### src/rtl/demux_pkg.sv
// Shared definitions for the handshaked 1-to-N stream demultiplexer.
// Holds the select-width helper, the channel limit and the delivery-mode encodings.
package demux_pkg;

  localparam int MAX_CH = 16;

  localparam logic MODE_UNICAST = 1'b0;
  localparam logic MODE_BCAST   = 1'b1;

  // Width of a channel select; a 1-channel-wide select still needs one bit.
  function automatic int sel_width(input int n);
    return (n > 2) ? $clog2(n) : 1;
  endfunction

endpackage

### src/rtl/demux_out_slot.sv
// One-entry output slot of the stream demultiplexer.
// A word loaded here is visible on the next cycle. It is held until the consumer takes it.
module demux_out_slot
  import demux_pkg::*;
#(
  parameter int DATA_W = 8
) (
  input  logic              clk,
  input  logic              rst_n,
  input  logic              load,
  input  logic [DATA_W-1:0] load_data,
  input  logic              out_ready,
  output logic              out_valid,
  output logic [DATA_W-1:0] out_data
);

  logic              valid_d, valid_q;
  logic [DATA_W-1:0] data_d,  data_q;

  // A load in the same cycle as a drain keeps valid high, so there is no bubble.
  always_comb begin
    valid_d = load | (valid_q & ~out_ready);
    data_d  = load ? load_data : data_q;
  end

  // NOTE: the data register is reset as well as valid, because out_data must read 0 after reset.
  always_ff @(posedge clk or negedge rst_n) begin
    if (!rst_n) begin
      valid_q <= 1'b0;
      data_q  <= '0;
    end else begin
      valid_q <= valid_d;
      data_q  <= data_d;
    end
  end

  assign out_valid = valid_q;
  assign out_data  = data_q;

endmodule

### src/rtl/demux_stream_1xn.sv
// Registered 1-to-N stream demultiplexer with unicast and all-or-nothing broadcast.
// Each channel has its own one-entry slot. Words with an out-of-range select are counted and dropped.
module demux_stream_1xn
  import demux_pkg::*;
#(
  parameter  int NUM_CH = 4,
  parameter  int DATA_W = 8,
  parameter  int CNT_W  = 8,
  localparam int SEL_W  = sel_width(NUM_CH)
) (
  input  logic                     clk,
  input  logic                     rst_n,
  input  logic                     in_valid,
  output logic                     in_ready,
  input  logic [DATA_W-1:0]        in_data,
  input  logic [SEL_W-1:0]         in_sel,
  input  logic                     in_bcast,
  output logic [NUM_CH-1:0]        out_valid,
  input  logic [NUM_CH-1:0]        out_ready,
  output logic [NUM_CH*DATA_W-1:0] out_data,
  output logic [CNT_W-1:0]         drop_cnt,
  output logic                     sel_err
);

  logic [NUM_CH-1:0] free;
  logic [NUM_CH-1:0] target;
  logic [NUM_CH-1:0] load;
  logic [31:0]       sel_ext;
  logic              sel_in_range;
  logic              accept;
  logic              drop;

  logic [CNT_W-1:0]  drop_cnt_d, drop_cnt_q;
  logic              sel_err_d,  sel_err_q;

  assign free    = ~out_valid | out_ready;
  assign sel_ext = 32'(in_sel);
  assign sel_in_range = (sel_ext < NUM_CH);

  // NOTE: every signal assigned in always_comb gets a default first, so no latch is inferred.
  always_comb begin
    target = '0;
    for (int k = 0; k < NUM_CH; k++) begin
      target[k] = (in_bcast == MODE_BCAST) || (in_sel == SEL_W'(k));
    end

    // in_ready does not depend on in_valid, so the producer sees it without a combinational loop.
    if (in_bcast == MODE_BCAST) begin
      in_ready = &free;
    end else if (sel_in_range) begin
      in_ready = |(target & free);
    end else begin
      in_ready = 1'b1;
    end

    accept = in_valid & in_ready;
    load   = target & {NUM_CH{accept}};
    drop   = accept & (in_bcast == MODE_UNICAST) & ~sel_in_range;

    drop_cnt_d = drop_cnt_q;
    if (drop && (drop_cnt_q != {CNT_W{1'b1}})) begin
      drop_cnt_d = drop_cnt_q + 1'b1;
    end
    sel_err_d = sel_err_q | drop;
  end

  // NOTE: sequential state uses non-blocking assignments only, so every flop samples pre-edge values.
  always_ff @(posedge clk or negedge rst_n) begin
    if (!rst_n) begin
      drop_cnt_q <= '0;
      sel_err_q  <= 1'b0;
    end else begin
      drop_cnt_q <= drop_cnt_d;
      sel_err_q  <= sel_err_d;
    end
  end

  assign drop_cnt = drop_cnt_q;
  assign sel_err  = sel_err_q;

  for (genvar k = 0; k < NUM_CH; k++) begin : g_slot
    demux_out_slot #(
      .DATA_W (DATA_W)
    ) u_slot (
      .clk       (clk),
      .rst_n     (rst_n),
      .load      (load[k]),
      .load_data (in_data),
      .out_ready (out_ready[k]),
      .out_valid (out_valid[k]),
      .out_data  (out_data[k*DATA_W +: DATA_W])
    );
  end

endmodule

### config.mk
export PLATFORM = sky130hd
export DESIGN_NAME = demux_stream_1xn
export DESIGN_NICKNAME = d
export VERILOG_FILES = /design/src/rtl/demux_pkg.sv /design/src/rtl/demux_out_slot.sv /design/src/rtl/demux_stream_1xn.sv
export SDC_FILE = /design/constraint.sdc
export NUM_CORES = 1
export LEC_CHECK = 0
export CAP_MARGIN = 15
export CORE_MARGIN = 3
export CORE_UTILIZATION = 47
export DETAILED_ROUTE_END_ITERATION = 7
export GPL_TIMING_DRIVEN = 0
export PLACE_DENSITY = 0.84
export SYNTH_ARGS = -nofsm -noshare
export SYNTH_HDL_FRONTEND = slang
export SYNTH_SLANG_ARGS = --single-unit
export TNS_END_PERCENT = 20
### constraint.sdc
create_clock -name clk -period 4.6 [get_ports clk]
set_input_delay 0.92 -clock clk [delete_from_list [all_inputs] [get_ports clk]]
set_output_delay 0.92 -clock clk [all_outputs]
set_load 0.05 [all_outputs]
==> results.json, run 1 <==
{
  "cts-hold-fix-buffers": 0,
  "drive_gt1_frac": 0.377,
  "p_leak_uw": 0.00110,
  "htree_levels": 2,
  "cp_slowest_stage_delay_ns": 0.79,
  "use_met2": 0.286,
  "finalCritPeriodShare": 0.880,
  "status": "complete, no violations",
  "critPathRequiredTime_ns": 3.68,
  "drt_iter0_drc": 28,
  "crit_buf_inv": 2,
  "netlist_instances": 107,
  "period_minus_slack_ns": 4.05,
  "grt-ovfl-total": 0,
  "num_antenna_cells": 0,
  "cp.arrival_ns": 3.13,
  "cts_resized": 0,
  "crit_path_cell_trace": "clkdlybuf4s50_1 > nor2_1 > nand2_1 > a41oi_4 > or2_2 > clkdlybuf4s50_1",
  "r2r_end": "g_slot[2].u_slot.out_data[3]$_DFFE_PN0P_",
  "portBuffers": 53,
  "wl_per_cell_um": 15.9,
  "worstSetupPathType": "input port to primary output",
  "ant_nets": 0,
  "rrSetupSlack_ns": 2.62,
  "syn_avg_cell_area_um2": 16.0,
  "drv_cap": 0,
  "num_vias": 1050,
  "grt.busiest_layer": "met2",
  "grtUsageMet3": 0.0578,
  "hold_violations": 0,
  "fin_skew_ns": 0.00642,
  "tightest_slew_ns": 0.773,
  "critPathCaptureType": "primary output",
  "antenna_found_initial": 0,
  "routed_wl_um": 3500,
  "mostFrequentLayoutCells": "clkdlybuf4s50_1 (52), dfrtp_1 (36), mux2_4 (24), buf_4 (13), conb_1 (9)",
  "gp_congestion": 0.744,
  "clock_latency_ns": 0.33,
  "worstHoldStart": "g_slot[0].u_slot.out_data[5]$_DFFE_PN0P_",
  "critical_path.top_delay_family": "buffers and inverters",
  "cts_root_buf": "clkbuf_4",
  "layout_commonest_cell": "clkdlybuf4s50_1",
  "vias_per_cell": 4.75,
  "ys_warn_count": 0,
  "area_delta_synth_final_pct": 38.4,
  "whs_ns": 0.514,
  "synth-seq-cells": 36,
  "numCtsBuffers": 5,
  "finalSetupTns_ns": 0,
  "row_count": 21,
  "setup_violations": 0,
  "hp-class": "flip-flop to flip-flop",
  "synth_area_mm2": 0.00172,
  "nNetsFinal": 193,
  "grt_use_met1": 0.214,
  "top_level_ports": 64,
  "grt_pass1_vias": 1131,
  "chipWidth_um": 66.4,
  "holdPathEnd": "g_slot[0].u_slot.out_data[5]$_DFFE_PN0P_",
  "clockBufferDepth": 2,
  "cp_slowest_cell": "clkdlybuf4s50_1",
  "core_mm2": 0.00342,
  "max_freq_mhz": 247,
  "grt_pass1_wl_um": 5650,
  "r2r-start": "g_slot[2].u_slot.out_valid$_DFF_PN0_",
  "drt-pass1-iter-count": 4,
  "crit_fanout": 5,
  "maxSlewHeadroom": 0.485,
  "grt_max_degree": 37,
  "slew_violations": 0,
  "clkTransAtPathRegs_ns": 0.10,
  "start_util": 0.503,
  "whs_path_depth": 1,
  "synth_seq_area_share": 0.525,
  "cp_common_cell": "clkdlybuf4s50_1",
  "synth.distinct_cells": 21,
  "track_usage": 0.175,
  "cts_setup_buffers": 0,
  "rsz0062_at_grt": "false",
  "p_per_area_mw_per_mm2": 521,
  "reg2regPathDepth": 5,
  "start_kind": "input port",
  "fillCellCount": 244,
  "cts_tree": "built",
  "drc": 0,
  "die_y_um": 66.4,
  "clock_sinks": 36,
  "dieArea_mm2": 0.00441,
  "dp_hpwl_um": 2590,
  "peakVddDrop_mv": 0.347
}
[flip-flops by register name, summed over array words and instances (netlist names)]
name / cells
g_slot.u_slot.out_valid: 4
g_slot.u_slot.out_data: 32
[cell families after synthesis]
logic type	count (synthesis)	synth area share
flip-flops	36	0.525
multiplexers	32	0.262
AND/OR/NAND/NOR	16	0.0576
buffers and inverters	14	0.0634
AO/OA/AOI/OAI	8	0.0897
other	1	0.00218
[cell usage after synthesis]
master / instances / area [µm²]
and2b_4: 2 / 20.0
dfrtp_1: 36 / 901
a41oi_4: 1 / 27.5
nand3_1: 1 / 5.00
or2_2: 1 / 6.26
o221ai_4: 3 / 78.8
conb_1: 1 / 3.75
mux2_1: 1 / 11.3
a21o_2: 1 / 8.76
mux2_4: 24 / 360
nand2_4: 1 / 11.3
buf_6: 1 / 11.3
o21ai_2: 2 / 17.5
mux2_2: 7 / 78.8
o211ai_4: 1 / 21.3
buf_4: 13 / 97.6
nand2b_1: 3 / 18.8
nand2_1: 5 / 18.8
or2b_2: 1 / 8.76
nor2_1: 1 / 3.75
nor2_2: 1 / 6.26
[routing by layer]
metal  vias up  wire length, µm
met4         0               34
li1        491                -
met2        46             1700
met5         -                0
met3         5              310
met1       508             1460
[layout make-up]
cell class | count | area, µm² | area share
repair buffers | 53 | 526 | 0.221
well taps | 46 | 57.6 | 0.0242
multi-input cells | 65 | 737 | 0.310
clock inverters | 1 | 5.00 | 0.00211
plain buffers | 14 | 109 | 0.0458
flip-flops and latches | 36 | 901 | 0.379
clock buffers | 6 | 41.3 | 0.0174
[metrics by stage]
stage          power [µW]  utilization  worst slack [ns]  area (µm²)  cells
5_1_grt              1290        0.696             0.485        2380    221
4_1_cts              1250        0.696             0.547        2380    221
6_report             1240        0.696             0.554        2380    221
2_1_floorplan         878            -              1.69        1750    115
3_3_place_gp         1080        0.684             0.594        2330    214
3_5_place_dp         1090        0.682             0.547        2330    214
[worst max path at each step]
stage | cells after the start | slack (ns) | end | start
floorplan | 5 | 1.69 | in_ready | in_bcast
global placement | 6 | 0.59 | in_ready | in_sel[0]
detailed placement | 6 | 0.55 | in_ready | in_sel[1]
CTS | 6 | 0.55 | in_ready | in_sel[1]
global route | 6 | 0.49 | in_ready | in_sel[1]
finish | 6 | 0.55 | in_ready | in_sel[1]
[power by group]
part / switching (µW) / internal (µW) / total (µW)
Sequential: 46.6 / 392 / 438
Clock: 98.0 / 56.3 / 154
Combinational: 394 / 250 / 645
Note: power is estimated with default switching activity, not from simulation.
==> run 2, diff against run 1 <==
==> constraint.sdc (replaced) <==
create_clock -name clk -period 4.6 [get_ports clk]
set_input_delay 0.92 -clock clk [delete_from_list [all_inputs] [get_ports clk]]
set_output_delay 0.92 -clock clk [all_outputs]
set_load 0.02 [all_outputs]
==> results of run 2 <==
Same layout as run 1 (identical final DEF). Status: complete, no violations.
Main changes from that run: setup slack after placement 0.547 ns -> 0.746 ns; setup slack after layout 0.554 ns -> 0.753 ns; total power 1240 µW -> 1050 µW; worst IR drop on VDD 0.347 mV -> 0.302 mV
==> run 3, diff against run 2 <==
--- a/config.mk
+++ b/config.mk
@@ -7,10 +7,10 @@
 export LEC_CHECK = 0
 export CAP_MARGIN = 15
 export CORE_MARGIN = 3
-export CORE_UTILIZATION = 47
+export CORE_UTILIZATION = 44
 export DETAILED_ROUTE_END_ITERATION = 7
 export GPL_TIMING_DRIVEN = 0
-export PLACE_DENSITY = 0.84
+export PLACE_DENSITY = 0.8
 export SYNTH_ARGS = -nofsm -noshare
 export SYNTH_HDL_FRONTEND = slang
 export SYNTH_SLANG_ARGS = --single-unit
==> constraint.sdc (replaced) <==
create_clock -name clk -period 3.57 [get_ports clk]
set_input_delay 0.714 -clock clk [delete_from_list [all_inputs] [get_ports clk]]
set_output_delay 0.714 -clock clk [all_outputs]
set_load 0.02 [all_outputs]
==> results.json, run 3 (same netlist as run 1, synthesis figures left out) <==
{
  "drv_cap": 0,
  "rrSetupSlack_ns": 1.59,
  "clock_sinks": 36,
  "drt_iter0_drc": 24,
  "finalCritPeriodShare": 0.963,
  "dieArea_mm2": 0.00469,
  "cts-hold-fix-buffers": 0,
  "tightest_slew_ns": 0.760,
  "slew_violations": 0,
  "dp_slack_ns": 0.107,
  "cp_slowest_stage_delay_ns": 0.59,
  "p_leak_uw": 0.00112,
  "fin_ws_ns": 0.131,
  "hp-class": "input port to asynchronous set/reset pin",
  "antenna_found_initial": 0,
  "r2r-start": "g_slot[2].u_slot.out_valid$_DFF_PN0_",
  "r2r_end": "g_slot[2].u_slot.out_data[5]$_DFFE_PN0P_",
  "worstSetupPathType": "input port to primary output",
  "finalSetupTns_ns": 0,
  "largest_reg_flops": 32,
  "drive_gt1_frac": 0.375,
  "crit_buf_inv": 2,
  "status": "complete, no violations",
  "top_level_ports": 64,
  "cts_resized": 0,
  "crit_cells": 6,
  "rsz0062_at_grt": "false",
  "use_met2": 0.279,
  "htree_levels": 2,
  "fillCellCount": 289,
  "numCtsBuffers": 5,
  "clkTransAtPathRegs_ns": 0.07,
  "start_kind": "input port",
  "core_mm2": 0.00372,
  "chipWidth_um": 68.5,
  "drc": 0,
  "dp_hpwl_um": 2610,
  "portBuffers": 53,
  "crit_path_cell_trace": "clkdlybuf4s50_1 > nor2_1 > nand2_1 > a41oi_4 > or2_2 > clkdlybuf4s50_1",
  "multi_input_area_um2": 737,
  "wl_per_cell_um": 15.6,
  "grtUsageMet3": 0.0755,
  "critPathRequiredTime_ns": 2.86,
  "layout_commonest_cell": "clkdlybuf4s50_1",
  "seqCellArea_um2": 901,
  "track_usage": 0.164,
  "drt-pass1-iter-count": 4,
  "grt-ovfl-total": 0,
  "clock_latency_ns": 0.28,
  "peakVddDrop_mv": 0.402,
  "grt_pass1_vias": 1135,
  "row_count": 22,
  "ant_nets": 0,
  "period_minus_slack_ns": 3.44,
  "cp_slowest_cell": "clkdlybuf4s50_1",
  "maxSlewHeadroom": 0.494,
  "dp_cells": 216,
  "grt_use_met1": 0.186,
  "num_vias": 1052,
  "reg2regPathDepth": 5,
  "cts_setup_buffers": 0,
  "max_freq_mhz": 291,
  "start_util": 0.462,
  "fin_skew_ns": 0.00683,
  "setup_violations": 0,
  "cp-startpoint": "in_sel[1]",
  "crit_fanout": 5,
  "mostFrequentLayoutCells": "clkdlybuf4s50_1 (52), dfrtp_1 (36), mux2_4 (24), buf_4 (13), conb_1 (9)",
  "clockBufferDepth": 2,
  "routed_wl_um": 3490,
  "critPathCaptureType": "primary output",
  "cp.arrival_ns": 2.72,
  "area_delta_synth_final_pct": 41.1,
  "cts_tree": "built",
  "nNetsFinal": 193,
  "hold_violations": 0,
  "grt.busiest_layer": "met2",
  "instances_no_fill": 224,
  "gp_congestion": 0.784,
  "grt_pass1_wl_um": 5490,
  "critical_path.top_delay_family": "buffers and inverters",
  "cts_root_buf": "clkbuf_8",
  "num_antenna_cells": 0,
  "p_per_area_mw_per_mm2": 593,
  "die_y_um": 68.5,
  "cp_common_cell": "clkdlybuf4s50_1",
  "vias_per_cell": 4.70,
  "grt_max_degree": 37
}
[run 3: cell types whose count changed in the layout (fill, tap and decap cells not counted)]
cell	change
clkinv_2	-1
clkbuf_4	-5
clkbuf_1	+1
clkbuf_8	+6
[run 3: metrics by stage]
step           utilization  hold slack (ns)  area (µm²)  total power (µW)
3_3_place_gp         0.629            0.480        2340              1140
2_1_floorplan            -            0.418        1750               890
6_report             0.652            0.504        2420              1440
3_5_place_dp         0.628            0.494        2330              1160
4_1_cts              0.652            0.513        2420              1450
5_1_grt              0.652            0.529        2420              1510
[run 3: per-layer routing]
layer  wire length, µm  up-vias
met5                 0        -
met4                 0        0
met3               311        0
met2              1820       45
met1              1360      519
li1                  -      488
[run 3: area by class of cell]
| type | count | area share |
|---|---|---|
| repair buffers | 53 | 0.217 |
| well taps | 48 | 0.0248 |
| clock buffers | 8 | 0.0372 |
| multi-input cells | 65 | 0.304 |
| flip-flops and latches | 36 | 0.372 |
| plain buffers | 14 | 0.0449 |
[run 3: power by group]
part | leakage (µW) | total, µW | internal [µW] | switching [µW]
Clock | 0.0000455 | 287 | 157 | 130
Combinational | 0.000649 | 588 | 324 | 263
Sequential | 0.000426 | 562 | 506 | 56.4
Total | 0.00112 | 1440 | 987 | 449
[run 3: worst register-to-register path: stages (launching register included)]
cell	delay [ns]
dfrtp_1	0.34
or2b_2	0.33
o21ai_2	0.09
a41oi_4	0.23
o221ai_4	0.52
mux2_4	0.35
[run 3: how the worst max path moves through the flow]
stage | slack [ns] | endpoint
after detailed placement | 0.11 | in_ready
final | 0.13 | in_ready
after global routing | 0.04 | in_ready
after global placement | 0.17 | in_ready
after CTS | 0.11 | in_ready
after floorplan | 1.14 | in_ready
